[config.mk]
export PLATFORM = sky130hd
export DESIGN_NAME = ddr_20g_adc_gen
export DESIGN_NICKNAME = d
export VERILOG_FILES = /design/src/rtl/ddr_20g_adc_gen.sv
export SDC_FILE = /design/constraint.sdc
export NUM_CORES = 1
export LEC_CHECK = 0
export BUFFER_PORTS_ARGS = -buffer_cell sky130_fd_sc_hd__buf_4
export CELL_PAD_IN_SITES_DETAIL_PLACEMENT = 1
export CELL_PAD_IN_SITES_GLOBAL_PLACEMENT = 2
export CORE_ASPECT_RATIO = 0.7
export CORE_MARGIN = 1
export CORE_UTILIZATION = 29
export DETAILED_ROUTE_END_ITERATION = 8
export PLACE_DENSITY_LB_ADDON = 0.25
export SYNTH_ARGS = -nofsm -noshare
export SYNTH_HDL_FRONTEND = slang
export SYNTH_SLANG_ARGS = --single-unit
[constraint.sdc]
create_clock -name clk -period 4.6 [get_ports clk]
set_input_delay 0.23 -clock clk [delete_from_list [all_inputs] [get_ports clk]]
set_output_delay 0.23 -clock clk [all_outputs]
set_load 0.02 [all_outputs]
[src/rtl/ddr_20g_adc_gen.sv]
// Test-pattern source for the 20G ADC -> DDR path: emits incrementing 16-bit lane words
// with burst/gap control, ready back-pressure and single-word error injection.
module ddr_20g_adc_gen #(
  parameter int DATA_WD = 256,
  parameter int CNT_WD  = 32,
  parameter int GAP_WD  = 16
) (
  input  logic               clk,
  input  logic               rst_n,
  input  logic               cfg_rst,
  input  logic               cfg_en,
  input  logic [CNT_WD-1:0]  cfg_word_num,
  input  logic [GAP_WD-1:0]  cfg_gap,
  input  logic               cfg_err_inj,
  input  logic               adc_rdy,
  output logic               adc_vld,
  output logic [DATA_WD-1:0] adc_data,
  output logic               busy,
  output logic               done,
  output logic [CNT_WD-1:0]  tx_cnt
);

  localparam int LANES = DATA_WD / 16;

  typedef enum logic [1:0] {
    S_IDLE = 2'd0,
    S_SEND = 2'd1,
    S_GAP  = 2'd2,
    S_DONE = 2'd3
  } state_t;

  state_t             state_q, state_d;
  logic [15:0]        base_q, base_d;
  logic               pair_q, pair_d;
  logic [CNT_WD-1:0]  word_cnt_q, word_cnt_d;
  logic [CNT_WD-1:0]  tx_cnt_q, tx_cnt_d;
  logic [GAP_WD-1:0]  gap_cnt_q, gap_cnt_d;
  logic               inj_arm_q, inj_arm_d;
  logic               word_inj_q, word_inj_d;
  logic               rearm_q, rearm_d;
  logic               adc_vld_q, vld_d;
  logic [DATA_WD-1:0] adc_data_q, data_d;
  logic               busy_q, busy_d;
  logic               done_q, done_d;
  logic               accept_s;
  logic               load_s;

  // Lane k carries base + (k mod 4); flip inverts bit 0 of the whole word.
  function automatic logic [DATA_WD-1:0] pattern_word(input logic [15:0] base, input logic flip);
    logic [DATA_WD-1:0] w;
    w = '0;
    for (int k = 0; k < LANES; k++) begin
      w[16*k +: 16] = base + 16'(k % 4);
    end
    w[0] = w[0] ^ flip;
    return w;
  endfunction

  // Next-state, pattern advance and registered-output precompute.
  always_comb begin
    state_d    = state_q;
    base_d     = base_q;
    pair_d     = pair_q;
    word_cnt_d = word_cnt_q;
    tx_cnt_d   = tx_cnt_q;
    gap_cnt_d  = gap_cnt_q;
    inj_arm_d  = inj_arm_q | cfg_err_inj;
    word_inj_d = word_inj_q;
    rearm_d    = rearm_q & cfg_en;
    vld_d      = 1'b0;
    data_d     = adc_data_q;
    busy_d     = 1'b0;
    done_d     = 1'b0;
    load_s     = 1'b0;
    accept_s   = adc_vld_q & adc_rdy;

    case (state_q)
      S_IDLE: begin
        if (cfg_en && !rearm_q) begin
          state_d    = S_SEND;
          word_cnt_d = '0;
          load_s     = 1'b1;
        end else begin
          state_d = S_IDLE;
        end
      end
      S_SEND: begin
        if (accept_s) begin
          word_cnt_d = word_cnt_q + CNT_WD'(1);
          tx_cnt_d   = tx_cnt_q + CNT_WD'(1);
          if (pair_q) begin
            base_d = base_q + 16'd4;
            pair_d = 1'b0;
          end else begin
            pair_d = 1'b1;
          end
          // An armed pulse arriving together with the injected word's acceptance is absorbed.
          if (word_inj_q) begin
            inj_arm_d = 1'b0;
          end else begin
            inj_arm_d = inj_arm_q | cfg_err_inj;
          end
          if ((cfg_word_num != '0) && ((word_cnt_q + CNT_WD'(1)) == cfg_word_num)) begin
            state_d = S_DONE;
            rearm_d = 1'b1;
          end else if (!cfg_en) begin
            state_d = S_IDLE;
          end else if (cfg_gap != '0) begin
            state_d   = S_GAP;
            gap_cnt_d = cfg_gap;
          end else begin
            load_s = 1'b1;
          end
        end else begin
          vld_d = 1'b1;
        end
      end
      S_GAP: begin
        if (gap_cnt_q <= GAP_WD'(1)) begin
          if (cfg_en) begin
            state_d = S_SEND;
            load_s  = 1'b1;
          end else begin
            state_d = S_IDLE;
          end
        end else begin
          gap_cnt_d = gap_cnt_q - GAP_WD'(1);
        end
      end
      S_DONE: begin
        state_d = S_IDLE;
      end
      default: begin
        state_d = S_IDLE;
      end
    endcase

    if (load_s) begin
      vld_d      = 1'b1;
      data_d     = pattern_word(base_d, inj_arm_d);
      word_inj_d = inj_arm_d;
    end else begin
      word_inj_d = word_inj_q;
    end

    if (cfg_rst) begin
      state_d    = S_IDLE;
      base_d     = 16'd0;
      pair_d     = 1'b0;
      word_cnt_d = '0;
      tx_cnt_d   = '0;
      gap_cnt_d  = '0;
      inj_arm_d  = 1'b0;
      word_inj_d = 1'b0;
      rearm_d    = 1'b0;
      vld_d      = 1'b0;
      data_d     = '0;
    end else begin
      busy_d = (state_d != S_IDLE);
      done_d = (state_d == S_DONE);
    end
  end

  // State and output registers.
  always_ff @(posedge clk or negedge rst_n) begin
    if (!rst_n) begin
      state_q    <= S_IDLE;
      base_q     <= 16'd0;
      pair_q     <= 1'b0;
      word_cnt_q <= '0;
      tx_cnt_q   <= '0;
      gap_cnt_q  <= '0;
      inj_arm_q  <= 1'b0;
      word_inj_q <= 1'b0;
      rearm_q    <= 1'b0;
      adc_vld_q  <= 1'b0;
      adc_data_q <= '0;
      busy_q     <= 1'b0;
      done_q     <= 1'b0;
    end else begin
      state_q    <= state_d;
      base_q     <= base_d;
      pair_q     <= pair_d;
      word_cnt_q <= word_cnt_d;
      tx_cnt_q   <= tx_cnt_d;
      gap_cnt_q  <= gap_cnt_d;
      inj_arm_q  <= inj_arm_d;
      word_inj_q <= word_inj_d;
      rearm_q    <= rearm_d;
      adc_vld_q  <= vld_d;
      adc_data_q <= data_d;
      busy_q     <= busy_d;
      done_q     <= done_d;
    end
  end

  assign adc_vld  = adc_vld_q;
  assign adc_data = adc_data_q;
  assign busy     = busy_q;
  assign done     = done_q;
  assign tx_cnt   = tx_cnt_q;

endmodule

### Yosys cells after proc, flatten, opt, wreduce, memory -nomap -nowiden

Cells that the tools add are included.

| storage, ports and cells | value |
|---|---|
| bits in registers | 361 |
| latch bits | 0 |
| RAM bits | 0 |
| ROM bits | 0 |
| input bits | 54 |
| output and inout bits | 291 |
| memories kept | 0 |

| cells by class | value |
|---|---|
| add/sub/neg operators | 7 |
| multiply operators | 0 |
| divide/modulo/power cells | 0 |
| $lt $le $gt $ge | 1 |
| eq/ne operators | 11 |
| shift-type cells | 0 |
| multiplexer cells | 57 |
| bitwise gates (word level) | 4 |
| reduce and logical (&&, ||, !) cells | 15 |

Operators by type and width:

| kind | number |
|---|---|
| $mux 256 | 2 |
| $mux 32 | 6 |
| $mux 16 | 10 |
| $add 32x1->32 const B | 2 |
| $pmux 32 s2 | 1 |
| $add 16x2->16 const B | 2 |
| $eq 32x32->1 | 1 |
| $pmux 16 s2 | 1 |
| $reduce_bool 32->1 | 1 |
| $mux 1 | 29 |
| $ne 3x3->1 const B | 6 |
| $add 16x1->16 const B | 1 |
| $add 16x3->16 const B | 1 |
| $le 16x1->1 const B | 1 |
| $reduce_bool 16->1 | 1 |
| $sub 16x1->16 const B | 1 |
| $mux 2 | 6 |
| $pmux 2 s4 | 1 |
| $reduce_bool 2->1 | 4 |
| $eq 2x2->1 const B | 3 |
| $reduce_and 6->1 | 1 |
| $reduce_bool 3->1 | 2 |
| $pmux 1 s3 | 1 |
| $reduce_and 3->1 | 1 |
| 8 further kinds | 10 |

### Depth between registers and ports, before layout

| logic depth | value |
|---|---|
| depth after elaboration | 8 |
| mapped depth | 13 |
| mapped depth without buffers | 9 |

### Worst setup path before layout

Ideal clock, no wire load.

| timing | value |
|---|---|
| kind | reg-to-reg |
| start | register word_cnt_q[0] |
| end | register adc_data_q[0] (netlist: adc_data[0]) |
| setup time | 0.128 ns |
| arrival time | 3.166 ns |
| required time | 4.472 ns |
| slack | 1.307 ns |
| stages on the path, launching flop included | 12 |
| path buffers | 2 |
| path through | dfrtp_1 > ha_1 > nand3_2 > or3_1 > clkbuf_2 > or4_1 > a32oi_1 > nand4_1 > or3_4 > a21oi_1 > buf_2 > mux2_1 |

| between the ends | value |
|---|---|
| cells in the longest elaborated chain, start to end | 7 |

RTL lines:

| what | line | RTL |
|---|---|---|
| start, declared | 35 | `logic [CNT_WD-1:0] word_cnt_q, word_cnt_d;` |
| start signal, assigned | 184 | `word_cnt_q <= word_cnt_d;` |
| $add 32x1->32 | 103 | `if ((cfg_word_num != '0) && ((word_cnt_q + CNT_WD'(1)) == cfg_word_num)) begin` |
| $eq 32x32->1 | 103 |  |
| $logic_and 1x1->1 | 103 |  |
| $mux 1 | 103 |  |
| $mux 1 | 88 | `if (accept_s) begin` |
| $pmux 1 s3 | 77 | `case (state_q)` |
| $reduce_bool 2->1 (no line) | n/a |  |
| end signal, assigned | 191 | `adc_data_q <= data_d;` |
| end, declared | 42 | `logic [DATA_WD-1:0] adc_data_q, data_d;` |

No other way between the ends.
A chain may end at the register's enable or synchronous reset.

### Final worst setup path

| timing | value |
|---|---|
| start | register word_cnt_q[0] |
| end | register adc_data_q[207] (netlist: adc_data[207]) |

The elaborated chain is that of the path after synthesis.

==> results.yml <==
outcome:
  outcome: "finished clean"
critical_path:
  r2r_end: "adc_data[207]$_DFFE_PN0P_"
  critical_path.top_delay_family: "simple AND/OR/NAND/NOR gates"
  r2r.worst_path.cells: 9
  crit_path_start_kind: "register"
  cp_num_buf_inv: 0
  cp_max_fo: 29
  crit_chain: "ha_1 -> nand3_2 -> or3_1 -> nor3_1 -> mux2i_1 -> nand4_1 -> or3_4 -> a21o_1 -> a22o_1"
  slowest_stage: "or3_1"
  arrival_ps: 4390
  r2r_slack_ps: 530
  worst_ep_required_time_ps: 4930
  timing.rr.start: "word_cnt_q[0]$_DFFE_PN0P_"
  cp-startpoint: "word_cnt_q[0]$_DFFE_PN0P_"
  cpPeakStageDelay_ps: 640
  cp-end-kind: "register"
  setup.worst_path.class: "register to register"
  path_depth: 9
  endpoint: "adc_data[207]$_DFFE_PN0P_"
grt:
  grt_remaining_overflow: 0
  grt_pass1_vias: 8077
  grt_pass1_wl_um: 49200
  antenna_found_initial: 0
  grtUsageTotal_pct: 18.3
  grt_max_degree: 74
worst_hold_path:
  hold_class: "primary input to register"
clock_network:
  root_buffer: "clkbuf_16"
  clock_path_buffers: 2
  h-tree-depth: 4
  cts_tree: "yes"
  cts_repair_resize_count: 0
  clk-insertion-delay-late_ps: 440
  path_clk_slew_ps: 70
  cts_num_sinks: 142
  cts_buffers: 17
route:
  drt_pass1_iterations: 5
  vias: 8345
  vias_per_cell: 4.99
  drt_iter0_drc: 472
  post-route-drc-count: 0
  routed_wl_um: 32000
  avgRoutedWirePerCell_um: 19.2
  antenna_left: 0
logic_synthesis:
  yosysSeqAreaShare_pct: 36.4
  synthCells: 1128
  avgSynthCellArea_um2: 8.66
  syn-cell-area_um2: 9760
  yosys_warnings: 0
  synthArstFlopShare_pct: 100
  ys_ff_latch: 142
  synth.distinct_cells: 63
  ys.flop_type: "dfrtp_1"
  synth_edf_count: 0
sta:
  finalSetupViolCount: 0
  slew_viol_final: 0
  finalCritPeriodShare_pct: 88.4
  worst_pin_slew_ps: 1210
  fin_worst_skew_ps: 13.7
  finalWorstPathRequiredPeriod_ps: 4070
  rsz0062_at_grt: "false"
  hold_viol: 0
  max_freq_ghz: 0.246
  slew_headroom_pct: 18.5
  whs_ps: 84.0
  fin_setup_tns_ps: 0
place:
  io_buffer_count: 340
  dp_hpwl_um: 23600
  gp_congestion: 0.877
floorplanning:
  core.rowCount: 55
  start_util_pct: 29.9
  dieWidth_um: 221
  die_area_um2: 34400
  coreArea_um2: 32700
  io_pins: 345
  die_y_um: 156
final_layout:
  areaGrowthSynthToFinish_pct: 19.8
  fin_nets: 1291
  drive_gt1_share_pct: 32.1
  antenna_cells: 0
power_and_ir_drop:
  ir_worst_vdd_mv: 0.197
  power.static_leakage_nw: 5.47
  pwr_density_cell_nw_per_um2: 260
job:
  drv_cap: 0
## sequential cells by signal (all words and copies together) (netlist names), 2 cells and up
signal,count
state_q,2
tx_cnt,32
adc_data,40
gap_cnt_q,16
base_q,14
word_cnt_q,32
## where the power goes
group / internal (mW) / switching, mW / total (mW)
clock network: 0.808 / 0.614 / 1.42
logic: 0.117 / 0.218 / 0.335
registers: 1.26 / 0.0195 / 1.28
## timing repair
action | 4_1_cts | 5_1_grt
hold buffers | 1 | 0
setup endpoints to repair | 0 | 0
setup buffers | 0 | 0
hold endpoints to repair | 71 | 0
## cell usage after synthesis (all sizes together) (18+ instances only)
| library cell | count | area [um2] |
|---|---|---|
| a21oi | 44 | 220 |
| a22o | 29 | 254 |
| and3 | 18 | 113 |
| buf | 232 | 1730 |
| clkbuf | 43 | 164 |
| dfrtp | 142 | 3550 |
| nand2 | 83 | 312 |
| nand3 | 26 | 135 |
| nand4 | 32 | 206 |
| nor2 | 96 | 360 |
| nor3 | 26 | 135 |
| nor4 | 31 | 200 |
| o21ai | 83 | 415 |
| o31ai | 22 | 165 |
| xnor2 | 52 | 455 |
| xor2 | 37 | 324 |
## worst min-delay path: stages
cell	delay (ps)
buf_4	130
nand2_1	60
a21oi_1	60
## how the worst min path moves through the flow
stage / endpoint / startpoint / slack [ps] / cells after the start
3_5_place_dp: word_cnt_q[19]$_DFFE_PN0P_ / rst_n / 320 / 1
3_3_place_gp: word_cnt_q[19]$_DFFE_PN0P_ / rst_n / 320 / 1
4_1_cts: rearm_q$_DFF_PN0_ / cfg_en / 60 / 3
5_1_grt: rearm_q$_DFF_PN0_ / cfg_en / 70 / 3
6_report: rearm_q$_DFF_PN0_ / cfg_en / 80 / 3
2_1_floorplan: adc_data[0]$_DFFE_PN0P_ / rst_n / -70 / 0
## stage by stage
| stage | setup slack, ps | utilization, % | instances | area [um2] | total power, mW |
|---|---|---|---|---|---|
| floorplan | 1310 | - | 1131 | 9780 | 1.50 |
| global placement | 730 | 34.0 | 1639 | 11100 | 1.64 |
| detailed placement | 591 | 34.0 | 1639 | 11100 | 1.64 |
| CTS | 563 | 35.8 | 1672 | 11700 | 3.08 |
| global route | 312 | 35.8 | 1672 | 11700 | 3.16 |
| finish | 535 | 35.8 | 1672 | 11700 | 3.04 |
## cell type report
class | count | area [um2]
Clock inverter | 14 | 159
Inverter | 12 | 45.0
Tap cell | 427 | 534
Clock buffer | 18 | 429
Multi-Input combinational cell | 702 | 4290
Timing Repair Buffer | 357 | 2690
Fill cell | 3847 | 21000
Sequential cell | 142 | 3550
## cells by family after synthesis
group,Yosys count,share of synthesized area [%]
and+or+nand+nor,374,19.6
buffers and inverters,287,19.8
AOI/OAI and AO/OA,224,14.8
DFF,142,36.4
xor gates and xnor gates,90,8.21
adders and majority gates,5,0.641
muxes,5,0.538
other,1,0.0384
## cells in the final DEF (no fill, tap or decap), types with 3 or more instances in the layout
master / count
a21oi_1: 44
a22o_1: 29
a31oi_1: 3
and2_1: 6
and3_1: 18
and4_1: 12
buf_4: 355
clkbuf_16: 17
clkinv_4: 3
clkinvlp_4: 4
conb_1: 4
dfrtp_1: 142
ha_1: 5
inv_1: 12
inv_6: 3
mux2i_1: 3
nand2_1: 83
nand2b_1: 10
nand3_1: 25
nand4_1: 31
nor2_1: 95
nor2b_1: 5
nor3_1: 24
nor4_1: 30
o211ai_1: 6
o21a_1: 3
o21ai_0: 83
o2bb2ai_1: 13
o31ai_1: 22
or3_1: 12
or4_1: 6
xnor2_1: 52
xor2_1: 37
## per-layer routing
layer  GRT usage, %  routed length, um  up-vias
met3           4.32               1560       16
met1           28.1              16800     4162
met4           3.53                220        0
met5              0                  0        -
li1               -                  -     3951
met2           25.5              13500      216
No activity file was read; power rests on OpenSTA's default activity.
